### config.mk
export PLATFORM = sky130hd
export DESIGN_NAME = muldiv_sequencer
export DESIGN_NICKNAME = d
export VERILOG_FILES = /design/src/rtl/muldiv_sequencer.sv
export SDC_FILE = /design/constraint.sdc
export NUM_CORES = 1
export LEC_CHECK = 0
export ABC_AREA = 1
export CAP_MARGIN = 0
export CORE_MARGIN = 1.5
export CORE_UTILIZATION = 30
export CTS_CLUSTER_SIZE = 14
export DETAILED_ROUTE_END_ITERATION = 8
export DONT_BUFFER_PORTS = 1
export GPL_TIMING_DRIVEN = 0
export SLEW_MARGIN = 5
export SYNTH_ARGS = -nofsm -noshare
export SYNTH_HDL_FRONTEND = slang
export SYNTH_SLANG_ARGS = --single-unit
### constraint.sdc
create_clock -name clk -period 2.8 [get_ports clk]
set_input_delay 0.42 -clock clk [delete_from_list [all_inputs] [get_ports clk]]
set_output_delay 0.42 -clock clk [all_outputs]
set_load 0.05 [all_outputs]
### src/rtl/muldiv_sequencer.sv
// ---------------------------------------------------------------------------
// muldiv_sequencer
//
// Purpose:
//   Multi-cycle HI/LO unit for the 5-stage MIPS pipeline. It accepts
//   mult/multu/div/divu from EX and runs an iterative shift-add multiplier or
//   a restoring divider, one result bit per cycle. It owns the architectural
//   HI/LO registers. While an operation is in flight, it asks the hazard unit
//   to stall any EX instruction that needs the unit or HI/LO.
//
// Optional feature (compile-time macro MD_EARLY_OUT_EN):
//   defined     - a multiply leaves RUN once the remaining multiplier bits are
//                 all zero (after at least one RUN cycle). A divide by zero
//                 goes straight from IDLE to FIX.
//   not defined - every operation is busy for exactly DATA_W+1 cycles.
//
// Ports:
//   clk             pipeline clock, all state changes on the rising edge
//   rst             synchronous active-high reset; aborts any operation
//   startE          mult/multu/div/divu valid in EX
//   opE[1:0]        00 mult, 01 multu, 10 div, 11 divu
//   srcAE, srcBE    rs / rt operands; srcAE is also the mthi/mtlo data
//   mfhiE, mfloE    mfhi / mflo in EX
//   mthiE, mtloE    mthi / mtlo in EX
//   stallMD         stall request to the hazard unit
//   busy            operation in flight
//   done            one-cycle pulse in the cycle HI/LO are written
//   hi, lo          architectural HI/LO
//   hiloE           HI or LO for mfhi/mflo, zero otherwise
// ---------------------------------------------------------------------------
module muldiv_sequencer #(
  parameter int DATA_W = 32
) (
  input  logic              clk,
  input  logic              rst,
  input  logic              startE,
  input  logic [1:0]        opE,
  input  logic [DATA_W-1:0] srcAE,
  input  logic [DATA_W-1:0] srcBE,
  input  logic              mfhiE,
  input  logic              mfloE,
  input  logic              mthiE,
  input  logic              mtloE,
  output logic              stallMD,
  output logic              busy,
  output logic              done,
  output logic [DATA_W-1:0] hi,
  output logic [DATA_W-1:0] lo,
  output logic [DATA_W-1:0] hiloE
);

  localparam int CNT_W = $clog2(DATA_W) + 1;

  typedef enum logic [1:0] {
    S_IDLE = 2'd0,
    S_RUN  = 2'd1,
    S_FIX  = 2'd2
  } state_t;

  state_t              state_q, state_d;
  logic [CNT_W-1:0]    cnt_q, cnt_d;
  logic                is_div_q, is_div_d;
  logic                neg_res_q, neg_res_d;
  logic                neg_rem_q, neg_rem_d;
  logic                div_zero_q, div_zero_d;
  logic [2*DATA_W-1:0] acc_q, acc_d;
  logic [2*DATA_W-1:0] mcand_q, mcand_d;
  logic [DATA_W-1:0]   opb_q, opb_d;
  logic [DATA_W-1:0]   orig_a_q, orig_a_d;
  logic [DATA_W-1:0]   hi_q, hi_d;
  logic [DATA_W-1:0]   lo_q, lo_d;

  logic                signed_op;
  logic [DATA_W-1:0]   abs_a, abs_b;
  logic [DATA_W:0]     shifted_rem, trial;
  logic [2*DATA_W-1:0] prod_fix;
  logic [DATA_W-1:0]   quo_fix, rem_fix;

  // Status outputs are pure decodes of the state. The stall is combinational
  // so that an EX instruction which needs the unit is held in the very
  // cycle it shows up while an operation is in flight.
  always_comb begin
    busy    = (state_q != S_IDLE);
    done    = (state_q == S_FIX);
    stallMD = busy && (startE | mfhiE | mfloE | mthiE | mtloE);
    hi      = hi_q;
    lo      = lo_q;
    hiloE   = '0;
    if (mfhiE) begin
      hiloE = hi_q;
    end else if (mfloE) begin
      hiloE = lo_q;
    end
  end

  // Next-state and datapath logic for the IDLE/RUN/FIX sequencer.
  // The iterations work on magnitudes only. The signs are recorded at
  // start and applied once, in FIX, so RUN is the same for signed and
  // unsigned ops. The divider keeps {remainder, quotient} in acc: the
  // remainder is in the upper half and the dividend shifts out of the
  // lower half as the quotient bits shift in.
  always_comb begin
    state_d    = state_q;
    cnt_d      = cnt_q;
    is_div_d   = is_div_q;
    neg_res_d  = neg_res_q;
    neg_rem_d  = neg_rem_q;
    div_zero_d = div_zero_q;
    acc_d      = acc_q;
    mcand_d    = mcand_q;
    opb_d      = opb_q;
    orig_a_d   = orig_a_q;
    hi_d       = hi_q;
    lo_d       = lo_q;

    signed_op = ~opE[0];
    abs_a     = (signed_op && srcAE[DATA_W-1]) ? (~srcAE + 1'b1) : srcAE;
    abs_b     = (signed_op && srcBE[DATA_W-1]) ? (~srcBE + 1'b1) : srcBE;

    // The remainder is below the divisor, so the shifted remainder is below
    // twice the divisor. A (DATA_W+1)-bit trial difference therefore has
    // its top bit set exactly when the subtraction underflows.
    shifted_rem = {acc_q[2*DATA_W-1:DATA_W], acc_q[DATA_W-1]};
    trial       = shifted_rem - {1'b0, opb_q};

    prod_fix = neg_res_q ? (~acc_q + 1'b1) : acc_q;
    quo_fix  = neg_res_q ? (~acc_q[DATA_W-1:0] + 1'b1) : acc_q[DATA_W-1:0];
    rem_fix  = neg_rem_q ? (~acc_q[2*DATA_W-1:DATA_W] + 1'b1)
                         : acc_q[2*DATA_W-1:DATA_W];

    case (state_q)
      S_IDLE: begin
        if (startE) begin
          is_div_d   = opE[1];
          neg_res_d  = signed_op & (srcAE[DATA_W-1] ^ srcBE[DATA_W-1]);
          neg_rem_d  = signed_op & srcAE[DATA_W-1];
          div_zero_d = (srcBE == '0);
          orig_a_d   = srcAE;
          cnt_d      = CNT_W'(DATA_W);
          opb_d      = abs_b;
          state_d    = S_RUN;
          if (opE[1]) begin
            acc_d   = {{DATA_W{1'b0}}, abs_a};
            mcand_d = '0;
`ifdef MD_EARLY_OUT_EN
            if (srcBE == '0) begin
              state_d = S_FIX;
            end
`endif
          end else begin
            acc_d   = '0;
            mcand_d = {{DATA_W{1'b0}}, abs_a};
          end
        end else begin
          if (mthiE) begin
            hi_d = srcAE;
          end
          if (mtloE) begin
            lo_d = srcAE;
          end
        end
      end

      S_RUN: begin
        cnt_d = cnt_q - 1'b1;
        if (is_div_q) begin
          if (!trial[DATA_W]) begin
            acc_d = {trial[DATA_W-1:0], acc_q[DATA_W-2:0], 1'b1};
          end else begin
            acc_d = {shifted_rem[DATA_W-1:0], acc_q[DATA_W-2:0], 1'b0};
          end
        end else begin
          if (opb_q[0]) begin
            acc_d = acc_q + mcand_q;
          end
          mcand_d = {mcand_q[2*DATA_W-2:0], 1'b0};
          opb_d   = {1'b0, opb_q[DATA_W-1:1]};
        end
        if (cnt_q == CNT_W'(1)) begin
          state_d = S_FIX;
        end
`ifdef MD_EARLY_OUT_EN
        if (!is_div_q && (opb_d == '0)) begin
          state_d = S_FIX;
        end
`endif
      end

      S_FIX: begin
        cnt_d   = '0;
        state_d = S_IDLE;
        if (!is_div_q) begin
          hi_d = prod_fix[2*DATA_W-1:DATA_W];
          lo_d = prod_fix[DATA_W-1:0];
        end else if (div_zero_q) begin
          hi_d = orig_a_q;
          lo_d = '1;
        end else begin
          hi_d = rem_fix;
          lo_d = quo_fix;
        end
      end

      default: begin
        state_d = S_IDLE;
      end
    endcase
  end

  // State register. Reset also clears HI/LO, so an operation that is
  // aborted in RUN or FIX never leaves a partial result behind.
  always_ff @(posedge clk) begin
    if (rst) begin
      state_q    <= S_IDLE;
      cnt_q      <= '0;
      is_div_q   <= 1'b0;
      neg_res_q  <= 1'b0;
      neg_rem_q  <= 1'b0;
      div_zero_q <= 1'b0;
      acc_q      <= '0;
      mcand_q    <= '0;
      opb_q      <= '0;
      orig_a_q   <= '0;
      hi_q       <= '0;
      lo_q       <= '0;
    end else begin
      state_q    <= state_d;
      cnt_q      <= cnt_d;
      is_div_q   <= is_div_d;
      neg_res_q  <= neg_res_d;
      neg_rem_q  <= neg_rem_d;
      div_zero_q <= div_zero_d;
      acc_q      <= acc_d;
      mcand_q    <= mcand_d;
      opb_q      <= opb_d;
      orig_a_q   <= orig_a_d;
      hi_q       <= hi_d;
      lo_q       <= lo_d;
    end
  end

endmodule

# After elaboration in Yosys (flattened, before gate mapping)
# Index checks and enable logic that the tools add are counted.
# Widths: inputs -> output; s select.
[word_totals]
ff_bits = 268
inputBits = 73
output_inout_bits = 99
elab_cells = 94
[classes]
add_sub_neg = 8
n_eq_ne = 10
mux = 35
n_bitwise = 13
reduce_logical = 16
[ops]
columns = ["operator", "count"]
rows = [
  ["$mux 32", 18],
  ["$mux 64", 7],
  ["$pmux 64 s2", 2],
  ["$pmux 32 s2", 3],
  ["$add 32x1->32 const B", 4],
  ["$not 32->32", 4],
  ["$add 64x1->64 const B", 1],
  ["$add 64x64->64", 1],
  ["$not 64->64", 1],
  ["$sub 33x32->33", 1],
  ["$logic_not 32->1", 1],
  ["$pmux 6 s3", 1],
  ["$ne 2x2->1 const B", 6],
  ["$reduce_and 3->1", 4],
  ["$eq 6x1->1 const B", 1],
  ["$mux 6", 1],
  ["$reduce_and 2->1", 3],
  ["$reduce_bool 2->1", 3],
  ["$sub 6x1->6 const B", 1],
  ["$mux 2", 2],
  ["$or 1x1->1", 4],
  ["$pmux 2 s2", 1],
  ["$logic_and 1x1->1", 3],
  ["$ne 3x3->1 const B", 1],
  ["other kinds (7)", 8],
]

# Longest topological paths before layout
[logic_depth]
word_depth = 6
ltp_mapped = 21

# Worst setup path after synthesis
# No wires, ideal clock.
[synth_path]
kind = "reg2reg"
start = "register acc_q[31]"
end = "register acc_q[62]"
arrival_time_ps = 2346
required_time_ps = 2668
path_slack_ps = 322
path_stages_with_launch = 22
period_less_slack_ps = 2478
path_cell_list = "dfxtp_1 > clkbuf_1 > inv_1 > ha_1 > fa_1 > inv_1 > nand2_1 > nand2_1 > nand3_1 > nand2_2 > nand2_1 > nand2_2 > nand2_4 > nand2_2 > nand2_2 > nand2_4 > buf_6 > nand2_1 > nand2_1 > nand2_1 > nand3_1 > a21oi_1"
[synth_via]
elab_chain_cells = 4
elab_cells_between_ends = 6
classes_between = "2 x add/sub; 4 x mux"
[synth_rtl]
columns = ["element", "line", "text"]
rows = [
  ["from (decl)", "66", "logic [2*DATA_W-1:0] acc_q, acc_d;"],
  ["from (signal assigned)", "220", "acc_q <= '0;"],
  ["from (signal assigned)", "233", "acc_q <= acc_d;"],
  ["$add 64x64->64 / $sub 33x32->33 (equally long branches)", "174, 124", ""],
  ["$mux 64 (on tied branches)", "173, 167", ""],
  ["$mux 64 *", "166", "if (is_div_q) begin"],
  ["$pmux 64 s2 *", "131", "case (state_q)"],
]
# Mark *: on every way between the ends. The rest lies on a longest branch, timed or not. The select of a mux whose other input is x is not followed.
# A chain may end at the register's enable or synchronous reset.

# Worst setup path after layout
[layout_path]
start = "register neg_res_q"
end = "register lo_q[14] (netlist: lo[14])"
[layout_via]
elab_chain_cells = 4
elab_cells_between_ends = 5
classes_between = "5 x mux"
[layout_rtl]
columns = ["element", "line", "text"]
rows = [
  ["from (decl)", "63", "logic neg_res_q, neg_res_d;"],
  ["from (signal assigned)", "230", "neg_res_q <= neg_res_d;"],
  ["$mux 32", "127", "quo_fix = neg_res_q ? (~acc_q[DATA_W-1:0] + 1'b1) : acc_q[DATA_W-1:0];"],
  ["$mux 32", "195", "end else if (div_zero_q) begin"],
  ["$mux 32 *", "192", "if (!is_div_q) begin"],
  ["$pmux 32 s2 *", "131", ""],
  ["to (signal assigned)", "238", "lo_q <= lo_d;"],
  ["to (decl)", "71", "logic [DATA_W-1:0] lo_q, lo_d;"],
]
# Mark *: on every way between the ends. The rest lies on a longest branch, timed or not.

==> results by group <==
Critical path
  – CP required: roughly 3.3 ns
  – CP Max Fanout: 10
  – Kind of cell adding the most delay to the critical path: buffers and inverters
  – Reg2reg path depth: 8
  – Worst setup SP type: register
  – Worst stage delay on the critical path: approximately 0.73 ns
  – Worst path cell trace: buf_2 > buf_2 > buf_1 > o21ai_0 > nand2_1 > nand2_1 > o21ai_0 > a21oi_1
  – Critical path's slowest cell: buf_1
  – Reg2reg setup slack: -0.03 ns
  – Data arrival time of the worst path: 3.33 ns
  – Reg2Reg Launch Point: neg_res_q
  – Worst Setup End Kind: register
  – FF-to-FF End: lo[14]
  – WP buf/inv: 3
  – WS Path Type: reg -> reg

Clock network
  – CTS root buffer: clkbuf_16
  – Clock transition at the registers of the reported paths: 0.07 ns
  – Clk_lat worst skew: 0.64 ns
  – H-Tree Depth: 1
  – CTS tree: yes
  – Clock Tree Buf Depth: 3
  – CTS sink cnt: 268
  – Cts bufs inserted: 30

Power and ir drop
  – Pwr Total: 18440 uW
  – Pleak: approximately 0.014 uW
  – Pwr Density: between 600 and 700 nW/um2
  – Peak VDD IR: about 520 uV

Floorplanning
  – Die Wd: roughly 290 um
  – CORE AREA: 83820 um2
  – I/O pins: 172
  – Initial Util: 0.3032
  – Die Span Y: 294.1 um
  – Die area: 86470 um2
  – Placement row count: 106

Synth
  – Synth area leaders: nand2_1 22%, dfxtp_1 21%, inv_1 10%
  – Top post-synthesis cells by count: 1463 x nand2_1, 680 x inv_1, 477 x a21oi_1, 398 x nor2_1, 355 x nand3_1
  – Mapped Avg Cell Area: between 5 and 6 um2
  – Post-synth EDFFs: 0
  – Syn nets: between 4000 and 5000
  – Count of different cell masters after synthesis: between 50 and 60
  – #FFs+latches synth: 268
  – Post-synth ARST share: 0
  – Post-synth top flop: dfxtp_1
  – Yosys warns: 0
  – Area leader, netlist: nand2_1
  – Mapped Cells: around 4600
  – Synthesized area: 25420 um2
  – Post-synth top area share: 0.2161
  – Seq/Total Area, Yosys: 0.2111
  – Top-count cell post-synth: nand2_1

STA
  – Max Fclk: 0.3530 GHz
  – Least-Margin Pin Slew: 1.023 ns
  – Final slew viol count: 0
  – Worst setup margin: -0.03322 ns
  – TNS Setup: -0.05197 ns
  – Final hold vios: 0
  – Final setup viols: 3
  – Slew HR: 0.3181
  – Layout Skew: around 0.065 ns
  – Min Hold Slack: 0.01329 ns
  – Post-route minimum period: 2.833 ns
  – Post-route clock period utilization: 1.012

Final layout
  – Layout Area Growth over Synthesis: 12.36%
  – ANT cells: 0
  – Layout cells sized above 1: 0.06290
  – Nets: just under 5000
  – Fin cells: 5840

Min path
  – Worst hold start: srcAE[30]
  – Hold Path Sink: lo[30]
  – Hold path cells: 2
  – Worst Hold Class: in -> reg

Route
  – Via count: 30840
  – # DRC: 0
  – WL/cell: about 22 um
  – Post-Route WL: 127.5 mm
  – 1st-iter DRT viols: 3500
  – Post-route antenna net violation count: 0
  – Vias per inst: around 5.3
  – First-pass DRT Iterations: 9

Placement
  – Placed cells: 5752
  – Placer Congestion: 1.062
  – I/O Buffers: 0
  – HPWL Detailed: between 100 and 150 mm

Status
  – Status: complete, but fails checks
  – Failing checks: negative setup slack

GRT
  – Vias in the first global route: 27300
  – Pin count of the biggest net entering global routing: 16
  – First-pass GRT wire length: 180.9 mm
  – GRT Total Usage: 0.2817
  – Grt ovf: 0
  – Antenna violations before repair: 0

Run
  – Max cap viols: 0
-- worst reg2reg max path, delay by kind of cell, from the launching register on --
| family | cells | cell delay [ns] |
|---|---|---|
| buffers and inverters | 3 | 1.31 |
| AND/OR/NAND/NOR | 2 | 0.17 |
| flip-flops | 1 | 0.31 |
| AO/OA/AOI/OAI | 3 | 0.93 |
-- metrics by stage --
step | worst slack (ns) | util | area [um2]
floorplan | 0.3221 | - | 25420
global placement | -1.016 | 0.3201 | 26830
detailed placement | -1.036 | 0.3201 | 26830
CTS | 0.001587 | 0.3366 | 28210
global route | -0.01451 | 0.3407 | 28560
finish | -0.03322 | 0.3407 | 28560
-- cell usage in the layout, fill, tap and decap left out, types with 19 or more instances in the layout --
master     count
clkbuf_2      26
buf_2         21
buf_4         27
nand2_2       34
clkbuf_1     107
inv_1        673
dfxtp_2       19
nand4_1       32
o211ai_1      37
a21oi_1      474
dfxtp_1      242
nand2_1     1441
o21ai_0      307
xor2_1        69
ha_1          98
nand3_1      348
nor3_1        39
a31oi_1       24
xnor2_1       19
nor2_1       390
nor2_2        19
clkbuf_16     31
-- metal layers --
metal,part of all wire,track usage
met4,0.050,0.1275
met3,0.080,0.04177
met5,0,0
met2,0.43,0.4380
met1,0.44,0.3823
-- where the power goes --
group / switching, uW / internal, uW / leakage (uW)
Sequential: 1080 / 4340 / 0.00221
Clock: 1880 / 2330 / 0.000488
Combinational: 6330 / 2490 / 0.0113
Total: 9290 / 9150 / 0.0140
-- flip-flops by register name (all words and copies together) (netlist names) --
signal      flops
neg_rem_q       1
acc_q          64
orig_a_q       32
mcand_q        64
div_zero_q      1
lo             32
cnt_q           6
is_div_q        1
neg_res_q       1
hi             32
opb_q          32
state_q         2
-- kinds of logic (layout without fill, tap and decap cells) --
logic type / after synthesis / in the layout / share of synthesized area
XOR/XNOR: 89 / 89 / 0.03067
buffers and inverters: 878 / 966 / 0.1330
AND/OR/NAND/NOR: 2371 / 2371 / 0.3840
flip-flops: 268 / 268 / 0.2111
adder cells (fa/ha/maj): 107 / 107 / 0.05327
AO/OA/AOI/OAI: 905 / 905 / 0.1880
-- layout make-up --
type                    count  area (um2)
inverters                 697        2628
multi-input cells        3472       16950
clock buffers              36       803.3
fillers                  9714       55260
clock inverters            19       202.7
flip-flops and latches    268        5415
well taps                1134        1419
plain buffers             180       832.0
repair buffers             34       310.3
-- how the worst max path moves through the flow --
stage,startpoint,endpoint,slack (ns),cells after the start
finish,neg_res_q,lo[14],-0.03,8
global route,acc_q[40],hi[22],-0.01,12
CTS,acc_q[31],acc_q[52],0.002,20
detailed placement,state_q[0],opb_q[7],-1.04,11
global placement,state_q[0],opb_q[7],-1.02,11
floorplan,acc_q[31],acc_q[62],0.32,21
-- timing repair --
action                                 4_1_cts  5_1_grt
hold buffers                                15        0
setup buffers                                7       11
setup endpoints to repair                  222      121
resized for setup                           72       94
pin swaps                                    3       10
endpoints found under the hold margin       16        0
gates cloned                                 0        1
Power figures use the tool's default switching activity.
==> variant (same settings) <==
The parameter `DATA_W` goes from 32 to 16.
--- a/src/rtl/muldiv_sequencer.sv
+++ b/src/rtl/muldiv_sequencer.sv
@@ -31,3 +31,3 @@
 module muldiv_sequencer #(
-  parameter int DATA_W = 32
+  parameter int DATA_W = 16
 ) (
Interface: changed (5 resized); port bits go from 172 to 92. The function was not compared with the original's and may differ.
==> variant against the original RTL <==
- sequential power is 33% lower
- design area fell by 53%
- sequential cell count fell by 129
- die area fell by 52%
- routed wire length shrank 63%
- power shrank 23%
- first-iteration DRC count down 66%
- synthesized area is 53% lower
- setup slack better by 0.16 ns
- cell count decreased by 54%
==> variant: results (changes against the original RTL) <==
routed.top_layer: "met4"
timing.critical_path.max_delay_family: "simple AND/OR/NAND/NOR gates"
global_route.usage.total_pct: 22.6  # -5.6 points
critical_path.reg2reg.endpoint: "acc_q[19]$_SDFFE_PP0P_"
hold-path-endpoint: "opb_q[15]$_SDFFE_PP0P_"
synth_compound_gate_area_share_pct: 20.0  # +1.2 points
setup_viol_count_final: 0  # -3
cp_data_arrival_time_ns: 3.03  # -0.30 ns
place_worst_setup_slack_ns: -0.0137  # +1.02 ns
post_synth_xor_area_fraction_pct: 2.61  # -0.45 points
met3_length_um: 2640  # -74%
detail_route.first_pass.iterations: 8  # -1
post_synth_main_area_contributors: "dfxtp_1 23%, nand2_1 20%, a21oi_1 10%"
outcome: "finished, final reports clean"
ir_worst_vdd_mv: 0.459  # -11%
vias: 13700  # -55%
post-synth-top-area-cell: "dfxtp_1"
yosys-top-cells-count: "642 x nand2_1, 295 x inv_1, 240 x a21oi_1"
share_of_final_layout_standard_cells_stronger_than_drive_strength_1_pct: 4.68  # -1.6 points
netlist-cell-type-count: 50  # -3.8%
fraction_of_the_yosys_area_taken_by_sequential_cells_pct: 23.1  # +1.9 points
registers_with_the_highest_flip_flop_counts: "acc_q x32, mcand_q x32"
dp_hpwl_um: 38000  # -64%
worst-r2r-cell-count: 13  # +5
finish.utilization_pct: 33.7  # -0.39 points
grt_first_pass_wirelength_um: 72200  # -60%
cts-htree-levels: 4  # +3
synth_adder_area_share_pct: 6.24  # +0.91 points
internal_power_uw: 6480  # -29%
grt_pass1_vias: 12700  # -54%
ys.warnings.count: 0  # unchanged
number_of_antenna_violations_at_the_first_check_in_global_routing: 1  # +1
finish.net_count: 2227  # -54%
drt_iter0_markers: 1193  # -66%
worst_skew_pair.late_latency_ns: 0.45  # -0.19 ns
slowest_stage: "dfxtp_1"
place.gp.congestion: 1.01  # -4.4%
post_dp_cell_area_mm2: 0.0127  # -53%
power.leakage_uw: 0.00644  # -54%
synth.area.mux_share_pct: 0  # unchanged
cp_max_fo: 10  # unchanged
timing.reg2reg.setup_slack_ns: 0.13  # +0.16 ns
regToRegStartpoint: "acc_q[24]$_SDFFE_PP0P_"
fillCellCount: 4463  # -54%
clkSlewWorstSetupHoldPaths_ns: 0.07  # about the same
crit_path_max_incr_delay_ns: 0.76  # +0.03 ns
worst_hold_path_type: "in -> reg"
routedWlPerCell_um: 17.6  # -19%
cts_inserted_buffers: 17  # -43%
fin_skew_ns: 0.0108  # -0.0541 ns
clk_path_buf_depth: 2  # -1
min-delay-start: "srcBE[15]"
maxSlewHeadroom_pct: 39.6  # +7.8 points
wl_met1_um: 21000  # -62%
grt_max_degree: 18  # +2
detailroute.wirelength.met2_um: 21500  # -61%
==> variant: repair_timing <==
item                                    CTS  global route
setup buffers                             0             1
endpoints found under the setup margin    9            43
resized for setup                         0             3
==> variant: logic make-up after synthesis <==
group,Yosys count
compound gates,454
xor+xnor,36
fa+ha+maj,59
buf+inv,385
flops,139
simple gates,1036
==> variant: worst max-delay path by stage <==
stage | startpoint | end | slack (ns) | cells after the start
5_1_grt | state_q[0]$_SDFFE_PP0P_ | lo[4]$_SDFFE_PP0P_ | 0.01 | 9
4_1_cts | acc_q[15]$_SDFFE_PP0P_ | acc_q[21]$_SDFFE_PP0P_ | 0.005 | 17
3_5_place_dp | state_q[0]$_SDFFE_PP0P_ | lo[2]$_SDFFE_PP0P_ | -0.01 | 10
6_report | acc_q[24]$_SDFFE_PP0P_ | acc_q[19]$_SDFFE_PP0P_ | 0.13 | 13
3_3_place_gp | state_q[0]$_SDFFE_PP0P_ | lo[2]$_SDFFE_PP0P_ | 0.04 | 10
2_1_floorplan | acc_q[15]$_SDFFE_PP0P_ | acc_q[31]$_SDFFE_PP0P_ | 0.58 | 16
==> variant: per-stage QoR <==
| step | std cells | hold WS [ns] |
|---|---|---|
| CTS | 2664 | 0.136 |
| global placement | 2634 | 0.446 |
| detailed placement | 2634 | 0.448 |
| global route | 2665 | 0.155 |
| floorplan | 2109 | 0.430 |
| finish | 2665 | 0.141 |
==> variant: power by group through the flow <==
stage	Sequential (uW)	Clock, uW	Combinational [uW]
3_3_place_gp	3620	0	7720
5_1_grt	3680	2650	8830
6_report	3620	2570	7940
3_5_place_dp	3640	0	7800
2_1_floorplan	3390	0	5810
4_1_cts	3600	2580	7850
==> variant: worst reg2reg max path, cell delays in order, from the launching register on <==
cell	delay [ns]
dfxtp_1	0.76
ha_1	0.41
nand2_1	0.09
nand2_1	0.09
nand2_1	0.09
nand2_2	0.07
a21oi_4	0.19
nand3_2	0.17
nand2_4	0.18
buf_8	0.17
nand2_2	0.05
nand3_1	0.08
nand3_1	0.09
a21oi_1	0.16
==> variant: area by class of cell <==
cell class | instances | share of cell area (%)
Clock inverter | 13 | 1.53
Sequential cell | 139 | 20.8
Multi-Input combinational cell | 1585 | 58.3
Inverter | 307 | 8.64
Antenna cell | 1 | 0.0187
Tap cell | 525 | 4.91
Timing Repair Buffer | 1 | 0.0561
Clock buffer | 18 | 3.28
Buffer | 76 | 2.45
==> variant: routing by layer <==
metal / track usage, % / vias up
met2: 37.5 / 469
li1: - / 6825
met1: 29.3 / 6347
met3: 2.83 / 89
met4: 9.71 / 0
met5: 0 / -
